`config.mk`:
```
export PLATFORM = sky130hd
export DESIGN_NAME = cla_digit_serial_seq
export DESIGN_NICKNAME = d
export VERILOG_FILES = /design/src/rtl/cla_seq_pkg.sv /design/src/rtl/CLA_3bit.sv /design/src/rtl/cla_digit_serial_seq.sv
export SDC_FILE = /design/constraint.sdc
export NUM_CORES = 1
export LEC_CHECK = 0
export ABC_AREA = 1
export CAP_MARGIN = 40
export CORE_ASPECT_RATIO = 0.5
export CORE_MARGIN = 4
export CORE_UTILIZATION = 49
export DETAILED_ROUTE_END_ITERATION = 7
export PLACE_DENSITY = 0.74
export SLEW_MARGIN = 15
export SYNTH_ARGS = -nofsm -noshare
export SYNTH_HDL_FRONTEND = slang
export SYNTH_SLANG_ARGS = --single-unit
```
`constraint.sdc`:
```
create_clock -name clk -period 4.3 [get_ports clk]
set_clock_uncertainty 0.2 [all_clocks]
set_input_delay 0.86 -clock clk [delete_from_list [all_inputs] [get_ports clk]]
set_output_delay 0.86 -clock clk [all_outputs]
set_load 0.005 [all_outputs]
```
`src/rtl/cla_seq_pkg.sv`:
```
// rtl/cla_seq_pkg.sv - shared widths and FSM state type for the digit-serial CLA sequencer
package cla_seq_pkg;

    localparam int WIDTH   = 15;
    localparam int DIGIT_W = 3;
    localparam int NDIGITS = WIDTH / DIGIT_W;
    localparam int IDX_W   = $clog2(NDIGITS);

    typedef enum logic [1:0] {
        IDLE = 2'd0,
        RUN  = 2'd1,
        DONE = 2'd2
    } state_t;

endpackage

```
`src/rtl/CLA_3bit.sv`:
```
// rtl/CLA_3bit.sv - combinational 3-bit carry-lookahead add/sub slice (mode=1 inverts D)
module CLA_3bit (
    input  logic [2:0] C,
    input  logic [2:0] D,
    input  logic       Cin,
    input  logic       mode,
    output logic [2:0] RES,
    output logic       Carry
);

    logic [2:0] d_eff;
    logic [2:0] p;
    logic [2:0] g;
    logic [3:0] c;

    always_comb begin
        d_eff = D ^ {3{mode}};
        p     = C ^ d_eff;
        g     = C & d_eff;
        c[0]  = Cin;
        c[1]  = g[0] | (p[0] & Cin);
        c[2]  = g[1] | (p[1] & g[0]) | (p[1] & p[0] & Cin);
        c[3]  = g[2] | (p[2] & g[1]) | (p[2] & p[1] & g[0]) | (p[2] & p[1] & p[0] & Cin);
        RES   = p ^ c[2:0];
        Carry = c[3];
    end

endmodule

```
`src/rtl/cla_digit_serial_seq.sv`:
```
// rtl/cla_digit_serial_seq.sv - digit-serial add/sub: one 3-bit CLA slice reused over NDIGITS cycles, LSD first
module cla_digit_serial_seq #(
    parameter int WIDTH   = 15,
    parameter int DIGIT_W = 3
) (
    input  logic             clk,
    input  logic             rst,
    input  logic             in_valid,
    output logic             in_ready,
    input  logic [WIDTH-1:0] a,
    input  logic [WIDTH-1:0] b,
    input  logic             mode,
    output logic             out_valid,
    input  logic             out_ready,
    output logic [WIDTH-1:0] result,
    output logic             carry,
    output logic             overflow
);
    import cla_seq_pkg::*;

    localparam int NDIGITS = WIDTH / DIGIT_W;

    state_t             state_q, state_d;
    logic [WIDTH-1:0]   a_q, a_d;
    logic [WIDTH-1:0]   b_q, b_d;
    logic               mode_q, mode_d;
    logic               cin_q, cin_d;
    logic [IDX_W-1:0]   idx_q, idx_d;
    logic [WIDTH-1:0]   result_q, result_d;
    logic               carry_q, carry_d;
    logic               overflow_q, overflow_d;

    logic [DIGIT_W-1:0] slice_c;
    logic [DIGIT_W-1:0] slice_d;
    logic [DIGIT_W-1:0] slice_res;
    logic               slice_carry;

    CLA_3bit u_slice (
        .C     (slice_c),
        .D     (slice_d),
        .Cin   (cin_q),
        .mode  (mode_q),
        .RES   (slice_res),
        .Carry (slice_carry)
    );

    always_ff @(posedge clk or posedge rst) begin
        if (rst) begin
            state_q    <= IDLE;
            a_q        <= '0;
            b_q        <= '0;
            mode_q     <= 1'b0;
            cin_q      <= 1'b0;
            idx_q      <= '0;
            result_q   <= '0;
            carry_q    <= 1'b0;
            overflow_q <= 1'b0;
        end else begin
            state_q    <= state_d;
            a_q        <= a_d;
            b_q        <= b_d;
            mode_q     <= mode_d;
            cin_q      <= cin_d;
            idx_q      <= idx_d;
            result_q   <= result_d;
            carry_q    <= carry_d;
            overflow_q <= overflow_d;
        end
    end

    // Digit select driven by the index register; only the selected digit is written back.
    always_comb begin
        slice_c = '0;
        slice_d = '0;
        for (int i = 0; i < NDIGITS; i++) begin
            if (idx_q == IDX_W'(i)) begin
                slice_c = a_q[i*DIGIT_W +: DIGIT_W];
                slice_d = b_q[i*DIGIT_W +: DIGIT_W];
            end
        end
    end

    always_comb begin
        state_d    = state_q;
        a_d        = a_q;
        b_d        = b_q;
        mode_d     = mode_q;
        cin_d      = cin_q;
        idx_d      = idx_q;
        result_d   = result_q;
        carry_d    = carry_q;
        overflow_d = overflow_q;
        case (state_q)
            IDLE: begin
                if (in_valid) begin
                    a_d     = a;
                    b_d     = b;
                    mode_d  = mode;
                    cin_d   = mode;
                    idx_d   = '0;
                    state_d = RUN;
                end
            end
            RUN: begin
                for (int i = 0; i < NDIGITS; i++) begin
                    if (idx_q == IDX_W'(i)) begin
                        result_d[i*DIGIT_W +: DIGIT_W] = slice_res;
                    end
                end
                cin_d = slice_carry;
                idx_d = idx_q + 1'b1;
                if (idx_q == IDX_W'(NDIGITS - 1)) begin
                    // The MSB of the result is being produced this cycle, so take it from the slice.
                    carry_d    = slice_carry;
                    overflow_d = (a_q[WIDTH-1] == (b_q[WIDTH-1] ^ mode_q)) &&
                                 (slice_res[DIGIT_W-1] != a_q[WIDTH-1]);
                    state_d    = DONE;
                end
            end
            DONE: begin
                if (out_ready) begin
                    state_d = IDLE;
                end
            end
            default: state_d = IDLE;
        endcase
    end

    always_comb begin
        in_ready  = (state_q == IDLE);
        out_valid = (state_q == DONE);
        result    = result_q;
        carry     = carry_q;
        overflow  = overflow_q;
    end

endmodule
```
==> impl_metrics.py, run 1 <==
metrics = {
    "placed_design": {
        "numPortBuffers": 53,
        "hpwl_mm": 4.57,
        "finalWeightedCongestion": 0.915,
        "preCtsSetupSlack_ns": 1.52,
    },
    "final_layout": {
        "fraction_of_layout_instances_using_a_drive_strength_above_1_pct": 9.62,
        "count_of_antenna_diodes_in_the_layout": 0,
        "nets": 438,
        "syn2layout_area_growth_pct": 25.8,
    },
    "yosys": {
        "syn-instance-count": 339,
        "number_of_nets_in_the_synthesized_netlist": 383,
        "post_synthesis_sequential_element_count": 54,
        "synth_seq_area_share_pct": 50.4,
        "synthTopCellsByArea": "sky130_fd_sc_hd__dfrtp_1 50%, sky130_fd_sc_hd__nand2_1 20%, sky130_fd_sc_hd__nand3_1 4.5%",
        "post-synth-top-area-fraction_pct": 50.4,
        "syn-mean-instance-area_um2": 7.91,
        "netlist-cell-type-count": 25,
        "syn-cell-area_mm2": 0.00268,
        "yosysWarnings": 0,
        "largest_area_contributor_in_the_synthesized_netlist": "sky130_fd_sc_hd__dfrtp_1",
    },
    "clocking": {
        "cts-buffers-inserted": 5,
        "cts_buffer_depth": 2,
        "post_cts_resized": 0,
        "clock_tree.root_cell": "sky130_fd_sc_hd__clkbuf_8",
        "cts-htree-levels": 2,
        "clock_latency_ns": 0.30,
        "clkTransAtPathRegs_ns": 0.09,
        "clkSinkCount": 54,
        "clock_tree_from_tritoncts": "done",
        "cts_hold_buffers": 0,
        "post_cts.repair.setup_buffers": 0,
    },
    "timing": {
        "max_clock_freq_ghz": 0.352,
        "worstMarginPinSlew_ns": 0.659,
        "setup-violations-final": 0,
        "timing.max_slew.rel_slack_pct": 56.0,
        "layout_worst_path_cycle_share_pct": 66.0,
        "fin_tns_setup_ns": 0,
        "worst_slack_ns": 1.46,
        "drv_slew": 0,
        "timing.final.hold_violations": 0,
        "period_needed_ns": 2.84,
        "rsz0062_at_grt": "no",
    },
    "die": {
        "die_area_mm2": 0.00679,
        "io_pins": 54,
        "placementRows": 18,
        "chip_height_um": 60.3,
        "floorplan.core_area_mm2": 0.00511,
        "initial_core_util_pct": 52.4,
        "die-width_um": 113,
    },
    "worst_setup_path": {
        "setup.reg_to_reg.worst_slack_ns": 1.46,
        "worstSetupStartpointType": "flip-flop",
        "timing.critical_path.to_type": "flip-flop",
        "crit_path_max_fanout": 10,
        "crit-reg2reg-launch": "idx_q[0]",
        "crit_chain": "inv_1 > ha_1 > inv_1 > nor2_2 > inv_2 > or2_1 > nand3_1 > a21oi_1 > ha_1 > a21oi_1 > nand2_1 > nand2_1 > nand2_1 > o21ai_1",
        "reg2regPathDepth": 14,
        "crit_cells": 14,
        "setup.worst_path.end": "result[8]",
        "crit_required_ns": 4.33,
        "worstSetupStartpoint": "idx_q[0]",
        "slowest_stage": "sky130_fd_sc_hd__dfrtp_1",
        "dominant_delay_contributor_by_cell_family_on_the_critical_path": "simple AND/OR/NAND/NOR gates",
        "timing.critical_path.mode_cell": "sky130_fd_sc_hd__nand2_1",
        "reg2reg_to": "result[8]",
        "critical_path_class": "reg -> reg",
        "cp.arrival_ns": 2.87,
        "worst_path_largest_cell_delay_ns": 0.42,
        "critical_path_buf_inv_count": 3,
    },
    "power": {
        "power_density_mw_per_mm2": 799,
        "total_leakage_power_uw": 0.00170,
        "peakVddDrop_mv": 0.395,
    },
    "detailed_routing": {
        "drt_iter0_drc": 104,
        "drtAntennaViolNets": 0,
        "via_count": 2252,
        "via_cell_ratio": 4.84,
        "drc": 0,
        "drt_pass1_iterations": 4,
        "detail_route.wl_per_cell_um": 12.7,
        "routed_wirelength_mm": 5.89,
    },
    "hold_path": {
        "hold_class": "reg -> reg",
        "worst_hold_startpoint": "result[13]",
    },
    "global_route": {
        "antenna_found_initial": 0,
        "grt_start_max_net_pins": 45,
        "grt_util_all_layers_pct": 18.8,
        "grt_pass1_wl_mm": 10.2,
        "global_route.overflow_total": 0,
        "grt_pass1_vias": 2167,
    },
    "outcome": {
        "result_of_the_run": "finished, final reports clean",
    },
    "flow_run": {
        "max_cap_violations": 0,
    },
}
[cells in the final DEF (no fill, tap or decap), drive strengths merged]
cell type / netlist / final
a21oi: 4 / 4
a31oi: 1 / 1
buf: 7 / 2
clkbuf: 0 / 7
clkdlybuf4s50: 0 / 53
clkinv: 1 / 2
dfrtp: 54 / 54
fa: 1 / 1
ha: 8 / 8
inv: 41 / 41
mux2: 2 / 2
nand2: 143 / 143
nand3: 24 / 24
nand3b: 1 / 1
nor2: 17 / 17
o21ai: 29 / 29
o22ai: 1 / 1
o31ai: 1 / 1
or2: 3 / 3
xor2: 1 / 1
[through the flow]
| step | std cells | hold slack (ns) | power (µW) | util [%] | instance area [µm²] |
|---|---|---|---|---|---|
| floorplan | 339 | 0.241 | 1920 | - | 2680 |
| global placement | 456 | 0.256 | 2360 | 63.8 | 3260 |
| detailed placement | 457 | 0.262 | 2410 | 64.2 | 3280 |
| CTS | 465 | 0.284 | 2710 | 66.0 | 3370 |
| global route | 465 | 0.317 | 2970 | 66.0 | 3370 |
| finish | 465 | 0.280 | 2700 | 66.0 | 3370 |
[cell families after synthesis]
family,share of synthesized area (%)
compound gates,6.91
buf+inv,7.61
mux,1.12
simple gates,29.2
xor+xnor,0.327
fa+ha+maj,4.48
flops,50.4
[metal layers]
layer,global-route usage (%),part of all wire [%]
met4,4.11,1.1
met1,27.0,50
met2,30.1,42
met3,3.74,6.1
met5,0,0
[cells in the mapped netlist]
library cell and number:
sky130_fd_sc_hd__o22ai_1 1, sky130_fd_sc_hd__nand2_1 140, sky130_fd_sc_hd__mux2_4 2, sky130_fd_sc_hd__fa_1 1, sky130_fd_sc_hd__clkinv_1 1, sky130_fd_sc_hd__nand3_1 24
sky130_fd_sc_hd__a31oi_1 1, sky130_fd_sc_hd__buf_6 1, sky130_fd_sc_hd__nor2_2 5, sky130_fd_sc_hd__inv_2 16, sky130_fd_sc_hd__o31ai_1 1, sky130_fd_sc_hd__ha_1 8
sky130_fd_sc_hd__nor2_4 2, sky130_fd_sc_hd__or2_1 3, sky130_fd_sc_hd__buf_4 2, sky130_fd_sc_hd__o21ai_1 22, sky130_fd_sc_hd__xor2_1 1, sky130_fd_sc_hd__inv_1 25
sky130_fd_sc_hd__a21oi_1 4, sky130_fd_sc_hd__nand2_2 3, sky130_fd_sc_hd__nand3b_1 1, sky130_fd_sc_hd__dfrtp_1 54, sky130_fd_sc_hd__o21ai_0 7, sky130_fd_sc_hd__buf_2 4
sky130_fd_sc_hd__nor2_1 10
[area by class of cell]
type / count / area, µm²
clock buffers: 7 / 86.3
repair buffers: 55 / 558
clock inverters: 1 / 5.00
inverters: 42 / 158
fillers: 433 / 1740
well taps: 70 / 87.6
flip-flops and latches: 54 / 1350
multi-input cells: 236 / 1130
[worst min-delay path by stage]
stage                            end  slack, ns  depth (start not counted)
after detailed placement  result[13]       0.26                          2
after global routing       result[0]       0.32                          2
final                     result[13]       0.28                          2
after global placement     result[7]       0.26                          2
after CTS                 result[13]       0.28                          2
after floorplan               a_q[6]       0.24                          2
[registers in the layout (all words and copies together), names as in the netlist]
signal,count
result,15
a_q,15
state_q,2
cin_q,1
carry,1
mode_q,1
overflow,1
b_q,15
idx_q,3
[power by group]
| part | switching [µW] | internal (µW) | leakage (µW) |
|---|---|---|---|
| clock network | 158 | 130 | 0.0000482 |
| registers | 152 | 752 | 0.000671 |
| logic | 907 | 597 | 0.000980 |
| total | 1220 | 1480 | 0.00170 |
[worst reg2reg max path: stages, from the launching register on]
cell and delay (ns):
sky130_fd_sc_hd__dfrtp_1 0.42, sky130_fd_sc_hd__inv_1 0.13, sky130_fd_sc_hd__ha_1 0.17, sky130_fd_sc_hd__inv_1 0.05
sky130_fd_sc_hd__nor2_2 0.17, sky130_fd_sc_hd__inv_2 0.12, sky130_fd_sc_hd__or2_1 0.23, sky130_fd_sc_hd__nand3_1 0.08
sky130_fd_sc_hd__a21oi_1 0.06, sky130_fd_sc_hd__ha_1 0.33, sky130_fd_sc_hd__a21oi_1 0.24, sky130_fd_sc_hd__nand2_1 0.11
sky130_fd_sc_hd__nand2_1 0.13, sky130_fd_sc_hd__nand2_1 0.14, sky130_fd_sc_hd__o21ai_1 0.16
Power figures use the tool's default switching activity.
==> run 2: changes to the inputs <==
--- a/config.mk
+++ b/config.mk
@@ -9,9 +9,9 @@
 export CAP_MARGIN = 40
 export CORE_ASPECT_RATIO = 0.5
 export CORE_MARGIN = 4
-export CORE_UTILIZATION = 49
+export CORE_UTILIZATION = 46
 export DETAILED_ROUTE_END_ITERATION = 7
-export PLACE_DENSITY = 0.74
+export PLACE_DENSITY = 0.72
 export SLEW_MARGIN = 15
 export SYNTH_ARGS = -nofsm -noshare
 export SYNTH_HDL_FRONTEND = slang
==> constraint.sdc (replaced) <==
create_clock -name clk -period 2.6 [get_ports clk]
set_clock_uncertainty 0.2 [all_clocks]
set_input_delay 0.52 -clock clk [delete_from_list [all_inputs] [get_ports clk]]
set_output_delay 0.52 -clock clk [all_outputs]
set_load 0.005 [all_outputs]
==> run 2 against run 1 <==
Net effect:
- sequential share of layout area is 4.1 points lower
- final cell count rose by 3.7%
- wire length grew 11%
- global-route usage is 1.3 points lower
- sequential power up 66%
- first-iteration DRC count increased by 38%
- utilization up 1.6 points
- clock power grew 120%
- via count rose by 5.6%
- power rose by 110%
- the flow now finishes with violations (negative setup slack)
- combinational power up 140%
==> impl_metrics.py, run 2 (synthesized netlist as in run 1, its figures left out) <==
metrics = {
    "detailed_routing": {
        "routed_wirelength_mm": 6.56,
        "topRoutingLayerUsed": "met4",
        "met2WireLength_mm": 3.02,
        "via_cell_ratio": 4.94,
        "drtAntennaViolNets": 0,
        "via_count": 2379,
        "drt_pass1_iterations": 4,
        "drt_iter0_drc": 143,
        "met3_length_um": 328,
        "route.layer.met1.wl_mm": 3.16,
        "detail_route.wl_per_cell_um": 13.6,
        "drc": 0,
    },
    "worst_setup_path": {
        "reg2reg_to": "result[1]",
        "crit-reg2reg-launch": "idx_q[1]",
        "critical_path_class": "reg -> reg",
        "reg2regPathDepth": 16,
        "worstSetupStartpointType": "flip-flop",
        "worstSetupStartpoint": "idx_q[1]",
        "setup.reg_to_reg.worst_slack_ns": -0.06,
        "cp.arrival_ns": 2.63,
        "timing.critical_path.to_type": "flip-flop",
        "crit_required_ns": 2.57,
        "crit_path_max_fanout": 5,
    },
    "die": {
        "die-width_um": 116,
        "io_pins": 54,
        "die_area_mm2": 0.00719,
        "floorplan.core_area_mm2": 0.00556,
        "initial_core_util_pct": 48.2,
        "placementRows": 19,
        "chip_height_um": 62.0,
    },
    "final_layout": {
        "num-fill-cells": 450,
        "count_of_antenna_diodes_in_the_layout": 0,
        "nets": 453,
        "fraction_of_layout_instances_using_a_drive_strength_above_1_pct": 22.2,
        "layout_common_cells": "128 x sky130_fd_sc_hd__nand2_1, 53 x sky130_fd_sc_hd__dfrtp_1, 53 x sky130_fd_sc_hd__clkdlybuf4s50_1",
        "final_design_area_no_fill_mm2": 0.00376,
        "sequential_cell_area_mm2": 0.00135,
        "finalNonFillerCells": 482,
        "multi_input_comb_area_mm2": 0.00133,
        "most_common_cell_after_layout_fill_and_taps_aside": "sky130_fd_sc_hd__nand2_1",
        "syn2layout_area_growth_pct": 40.1,
    },
    "clocking": {
        "clock_tree_from_tritoncts": "done",
        "cts_hold_buffers": 0,
        "cts-buffers-inserted": 5,
        "clock_tree.root_cell": "sky130_fd_sc_hd__clkbuf_16",
        "clkTransAtPathRegs_ns": 0.06,
        "clkSinkCount": 54,
        "clock_latency_ns": 0.29,
        "cts_buffer_depth": 2,
        "cts-htree-levels": 2,
    },
    "power": {
        "peakVddDrop_mv": 0.817,
        "total_leakage_power_uw": 0.00183,
        "power_density_mw_per_mm2": 1520,
    },
    "hold_path": {
        "worstHoldPathCells": 2,
        "hold_end": "result[13]",
        "worst_hold_startpoint": "result[13]",
        "hold_class": "reg -> reg",
    },
    "timing": {
        "max_clock_freq_ghz": 0.376,
        "layout_worst_path_cycle_share_pct": 102,
        "rsz0062_at_grt": "yes",
        "worstMarginPinSlew_ns": 0.656,
        "period_needed_ns": 2.66,
        "drv_slew": 0,
        "timing.final.hold_violations": 0,
        "worst_slack_ns": -0.0614,
        "setup-violations-final": 4,
        "timing.max_slew.rel_slack_pct": 56.2,
        "timing.hold.ws_ns": 0.277,
    },
    "placed_design": {
        "placed_cell_area_mm2": 0.00337,
        "dp_cells": 471,
        "hpwl_mm": 4.46,
        "numPortBuffers": 53,
        "finalWeightedCongestion": 0.850,
    },
    "global_route": {
        "grt_util_all_layers_pct": 17.5,
        "grt_pass1_vias": 2100,
        "grt_pass1_wl_mm": 9.85,
        "global_route.overflow_total": 0,
        "grt_start_max_net_pins": 45,
        "antenna_found_initial": 0,
    },
    "flow_run": {
        "max_cap_violations": 0,
    },
    "outcome": {
        "failing_checks": "negative setup slack",
        "result_of_the_run": "finished, violations left",
    },
}
==> run 2: changes by cell type in the layout (fill, tap and decap cells not counted), sizes merged <==
cell | previous run | this run
clkinv | 2 | 1
buf | 2 | 17
==> run 2: worst max path at each step <==
stage | end | slack, ns | cells after the start
floorplan | result[4] | 0.14 | 13
global route | result[1] | -0.20 | 16
CTS | result[1] | 0.007 | 12
finish | result[1] | -0.06 | 16
detailed placement | result[1] | -0.16 | 14
global placement | result[1] | -0.05 | 14
==> run 2: repair_timing <==
item / in CTS / in global routing
resized for setup: 8 / 48
endpoints found under the setup margin: 12 / 16
setup buffers: 2 / 2
hold endpoints to repair: 0 / 0
pin swaps: 0 / 16
==> run 2: area by class of cell <==
type / instances / area share (%)
Timing Repair Buffer: 70 / 18.2
Sequential cell: 54 / 36.0
Tap cell: 73 / 2.43
Inverter: 42 / 4.33
Clock buffer: 7 / 3.53
Multi-Input combinational cell: 236 / 35.5
==> run 2: where the power goes <==
part	leakage [µW]	total [µW]	internal [µW]	switching, µW
registers	0.000670	1500	1250	256
clock network	0.0000640	631	353	278
logic	0.00109	3580	1550	2030
total	0.00183	5720	3160	2560
==> run 2: critical path, stage by stage (launching register included) <==
cell                      delay [ns]
sky130_fd_sc_hd__dfrtp_1        0.43
sky130_fd_sc_hd__inv_2          0.14
sky130_fd_sc_hd__ha_4           0.16
sky130_fd_sc_hd__inv_2          0.04
sky130_fd_sc_hd__nor2_4         0.17
sky130_fd_sc_hd__buf_6          0.12
sky130_fd_sc_hd__nand2_2        0.04
sky130_fd_sc_hd__nand3_2        0.06
sky130_fd_sc_hd__nand2_2        0.05
sky130_fd_sc_hd__nand2_2        0.07
sky130_fd_sc_hd__nand2_1        0.05
sky130_fd_sc_hd__nand2_1        0.07
sky130_fd_sc_hd__nand2_2        0.07
sky130_fd_sc_hd__ha_4           0.26
sky130_fd_sc_hd__buf_6          0.13
sky130_fd_sc_hd__xor2_4         0.19
sky130_fd_sc_hd__mux2_4         0.28
==> run 2: stage by stage <==
stage / setup TNS (ns) / worst slack (ns) / power (µW) / util (%)
floorplan: 0 / 0.142 / 3170 / -
global placement: -0.114 / -0.0497 / 4020 / 60.5
detailed placement: -1.05 / -0.164 / 4120 / 60.5
CTS: 0 / 0.00729 / 4880 / 63.7
global route: -2.13 / -0.196 / 6180 / 67.5
finish: -0.195 / -0.0614 / 5720 / 67.5
==> run 2: per-layer routing <==
metal / up-vias / global-route usage [%]
met5: - / 0
met4: 0 / 3.47
met3: 9 / 3.77
met2: 66 / 27.1
met1: 1112 / 25.7
li1: 1192 / -
==> run 3: changes to the inputs <==
--- a/config.mk
+++ b/config.mk
@@ -9,9 +9,11 @@
 export CAP_MARGIN = 40
 export CORE_ASPECT_RATIO = 0.5
 export CORE_MARGIN = 4
-export CORE_UTILIZATION = 46
+export CORE_UTILIZATION = 49
 export DETAILED_ROUTE_END_ITERATION = 7
-export PLACE_DENSITY = 0.72
+export DONT_BUFFER_PORTS = 1
+export PLACE_DENSITY = 0.63
+export RECOVER_POWER = 50
 export SLEW_MARGIN = 15
 export SYNTH_ARGS = -nofsm -noshare
 export SYNTH_HDL_FRONTEND = slang
==> run 3 against run 2 <==
Net effect:
- the run still ends with negative setup slack left
- final cell count decreased by 9.5%
- cell area decreased by 12%
- combinational power decreased by 2%
- die area decreased by 5.5%
- utilization decreased by 3.1 points
- sequential power increased by 3%
- count of clock-buffer cells in the layout unchanged
- maximum frequency increased by 0.61%
- register-to-register slack improved by 0.02 ns
- power decreased by 3.3%
- non-clock buffer count decreased by 44
- critical endpoint is now result[4]
- largest power group unchanged
==> impl_metrics.py, run 3 (synthesized netlist as in run 1, its figures left out) <==
metrics = {
    "outcome": {
        "result_of_the_run": "finished, violations left",
        "failing_checks": "negative setup slack",
    },
    "worst_setup_path": {
        "setup.reg_to_reg.worst_slack_ns": -0.05,
        "crit_path_max_fanout": 6,
        "worstSetupStartpoint": "idx_q[0]",
        "worstSetupStartpointType": "flip-flop",
        "cp.arrival_ns": 2.65,
        "setup.worst_path.end": "result[4]",
        "crit_required_ns": 2.60,
        "reg2regPathDepth": 16,
        "critical_path_class": "reg -> reg",
        "crit-reg2reg-launch": "idx_q[0]",
        "reg2reg_to": "result[4]",
        "timing.critical_path.to_type": "flip-flop",
    },
    "detailed_routing": {
        "drtAntennaViolNets": 0,
        "via_cell_ratio": 5.01,
        "drt_pass1_iterations": 4,
        "drt_iter0_drc": 146,
        "via_count": 2184,
        "detail_route.wl_per_cell_um": 14.6,
        "drc": 0,
        "routed_wirelength_mm": 6.38,
    },
    "final_layout": {
        "num-fill-cells": 417,
        "syn2layout_area_growth_pct": 22.9,
        "sequential_cell_area_mm2": 0.00135,
        "layout_common_cells": "131 x sky130_fd_sc_hd__nand2_1, 53 x sky130_fd_sc_hd__dfrtp_1, 20 x sky130_fd_sc_hd__inv_1",
        "most_common_cell_after_layout_fill_and_taps_aside": "sky130_fd_sc_hd__nand2_1",
        "count_of_antenna_diodes_in_the_layout": 0,
        "multi_input_comb_area_mm2": 0.00139,
        "fraction_of_layout_instances_using_a_drive_strength_above_1_pct": 27.6,
        "nets": 409,
        "finalNonFillerCells": 436,
    },
    "timing": {
        "layout_worst_path_cycle_share_pct": 102,
        "setup-violations-final": 3,
        "drv_slew": 0,
        "timing.final.hold_violations": 0,
        "timing.max_slew.rel_slack_pct": 29.2,
        "max_clock_freq_ghz": 0.378,
        "worst_slack_ns": -0.0453,
        "worstMarginPinSlew_ns": 1.06,
        "timing.hold.ws_ns": 0.0915,
        "period_needed_ns": 2.65,
        "rsz0062_at_grt": "yes",
    },
    "clocking": {
        "clock_latency_ns": 0.30,
        "clkTransAtPathRegs_ns": 0.10,
        "cts-htree-levels": 2,
        "cts_buffer_depth": 2,
        "cts-buffers-inserted": 5,
        "clkSinkCount": 54,
        "clock_tree_from_tritoncts": "done",
        "clock_tree.root_cell": "sky130_fd_sc_hd__clkbuf_8",
    },
    "die": {
        "chip_height_um": 60.3,
        "placementRows": 18,
        "die-width_um": 113,
        "io_pins": 54,
        "initial_core_util_pct": 52.4,
        "die_area_mm2": 0.00679,
        "floorplan.core_area_mm2": 0.00511,
    },
    "placed_design": {
        "hpwl_mm": 4.50,
        "numPortBuffers": 0,
        "finalWeightedCongestion": 0.869,
        "dp_cells": 422,
    },
    "global_route": {
        "grt_util_all_layers_pct": 19.2,
        "grt_start_max_net_pins": 45,
        "grtUsageMet2_pct": 27.3,
        "grt_pass1_wl_mm": 10.2,
        "grt_pass1_vias": 2058,
        "gr-max-usage-layer": "met1",
        "antenna_found_initial": 0,
        "grt.met1_usage_pct": 29.3,
        "gr-usage-met3_pct": 5.16,
        "global_route.overflow_total": 0,
    },
    "power": {
        "seq_power_share_pct": 27.8,
        "clock_share_of_power_pct": 8.9,
        "peakVddDrop_mv": 0.821,
        "p_int_uw": 2940,
        "pwr-share-comb_pct": 63.2,
        "power_density_mw_per_mm2": 1680,
        "switching_power_uw": 2590,
        "total_leakage_power_uw": 0.00166,
        "switching_share_pct": 46.9,
    },
    "hold_path": {
        "hold_class": "in -> reg",
        "worstHoldPathCells": 1,
    },
    "flow_run": {
        "max_cap_violations": 0,
    },
}
[run 3: changes by cell type in the layout (fill, tap and decap cells not counted), sizes merged]
cell | before | now
clkdlybuf4s50 | 53 | 0
buf | 17 | 24
clkbuf | 7 | 8
clkinv | 1 | 2
dlygate4sd3 | 0 | 1
[run 3: power by group through the flow]
stage	combinational, µW	clock [µW]	sequential, µW
after detailed placement	2370	0	1540
after floorplan	1730	0	1450
after global placement	2310	0	1530
after global routing	3900	540	1590
after CTS	2600	497	1530
final	3500	494	1540
[run 3: timing repair]
action | in CTS | in global routing
resized for setup | 16 | 50
endpoints found under the hold margin | 27 | 0
cloned | 0 | 0
pin swaps | 3 | 15
endpoints found under the setup margin | 18 | 18
hold buffers | 1 | 0
setup buffers | 2 | 3
[run 3: worst min path at each step]
stage	startpoint	endpoint
after floorplan	a_q[6]	a_q[6]
after global placement	a_q[11]	a_q[11]
after detailed placement	b_q[5]	b_q[5]
after CTS	out_ready	state_q[1]
after global routing	out_ready	state_q[1]
final	out_ready	state_q[1]
[run 3: through the flow]
step / utilization (%) / total power, µW / cell area [µm²] / setup WS [ns] / TNS (ns)
2_1_floorplan: - / 3170 / 2680 / 0.142 / 0
3_3_place_gp: 56.4 / 3840 / 2890 / -0.146 / -1.35
3_5_place_dp: 56.4 / 3910 / 2890 / -0.195 / -1.94
4_1_cts: 59.9 / 4630 / 3060 / 0.00412 / 0
5_1_grt: 64.4 / 6030 / 3290 / -0.211 / -2.82
6_report: 64.4 / 5530 / 3290 / -0.0453 / -0.106
[run 3: critical path, cell delays in order (launching register included)]
cell	delay (ns)
sky130_fd_sc_hd__dfrtp_1	0.42
sky130_fd_sc_hd__inv_2	0.13
sky130_fd_sc_hd__ha_4	0.16
sky130_fd_sc_hd__inv_4	0.03
sky130_fd_sc_hd__nor2_4	0.13
sky130_fd_sc_hd__inv_4	0.07
sky130_fd_sc_hd__buf_6	0.12
sky130_fd_sc_hd__nand3_4	0.06
sky130_fd_sc_hd__nand2_2	0.05
sky130_fd_sc_hd__nand2_2	0.09
sky130_fd_sc_hd__nand2_1	0.05
sky130_fd_sc_hd__nand2_1	0.08
sky130_fd_sc_hd__nand2_2	0.07
sky130_fd_sc_hd__ha_4	0.26
sky130_fd_sc_hd__buf_4	0.16
sky130_fd_sc_hd__xor2_4	0.19
sky130_fd_sc_hd__mux2_4	0.27
[run 3: final cells by class]
cell class              count  area share [%]
flip-flops and latches     54            41.1
repair buffers             26            6.38
clock inverters             1           0.152
multi-input cells         236            42.1
inverters                  42            5.01
well taps                  70            2.66
clock buffers               7            2.62
[run 3: per-layer routing]
metal	routed length [µm]	part of all wire, %	vias to the layer above
met5	0	0	-
met4	36	0.56	0
met3	372	5.8	4
met2	2770	43	61
met1	3200	50	1020
li1	-	-	1099
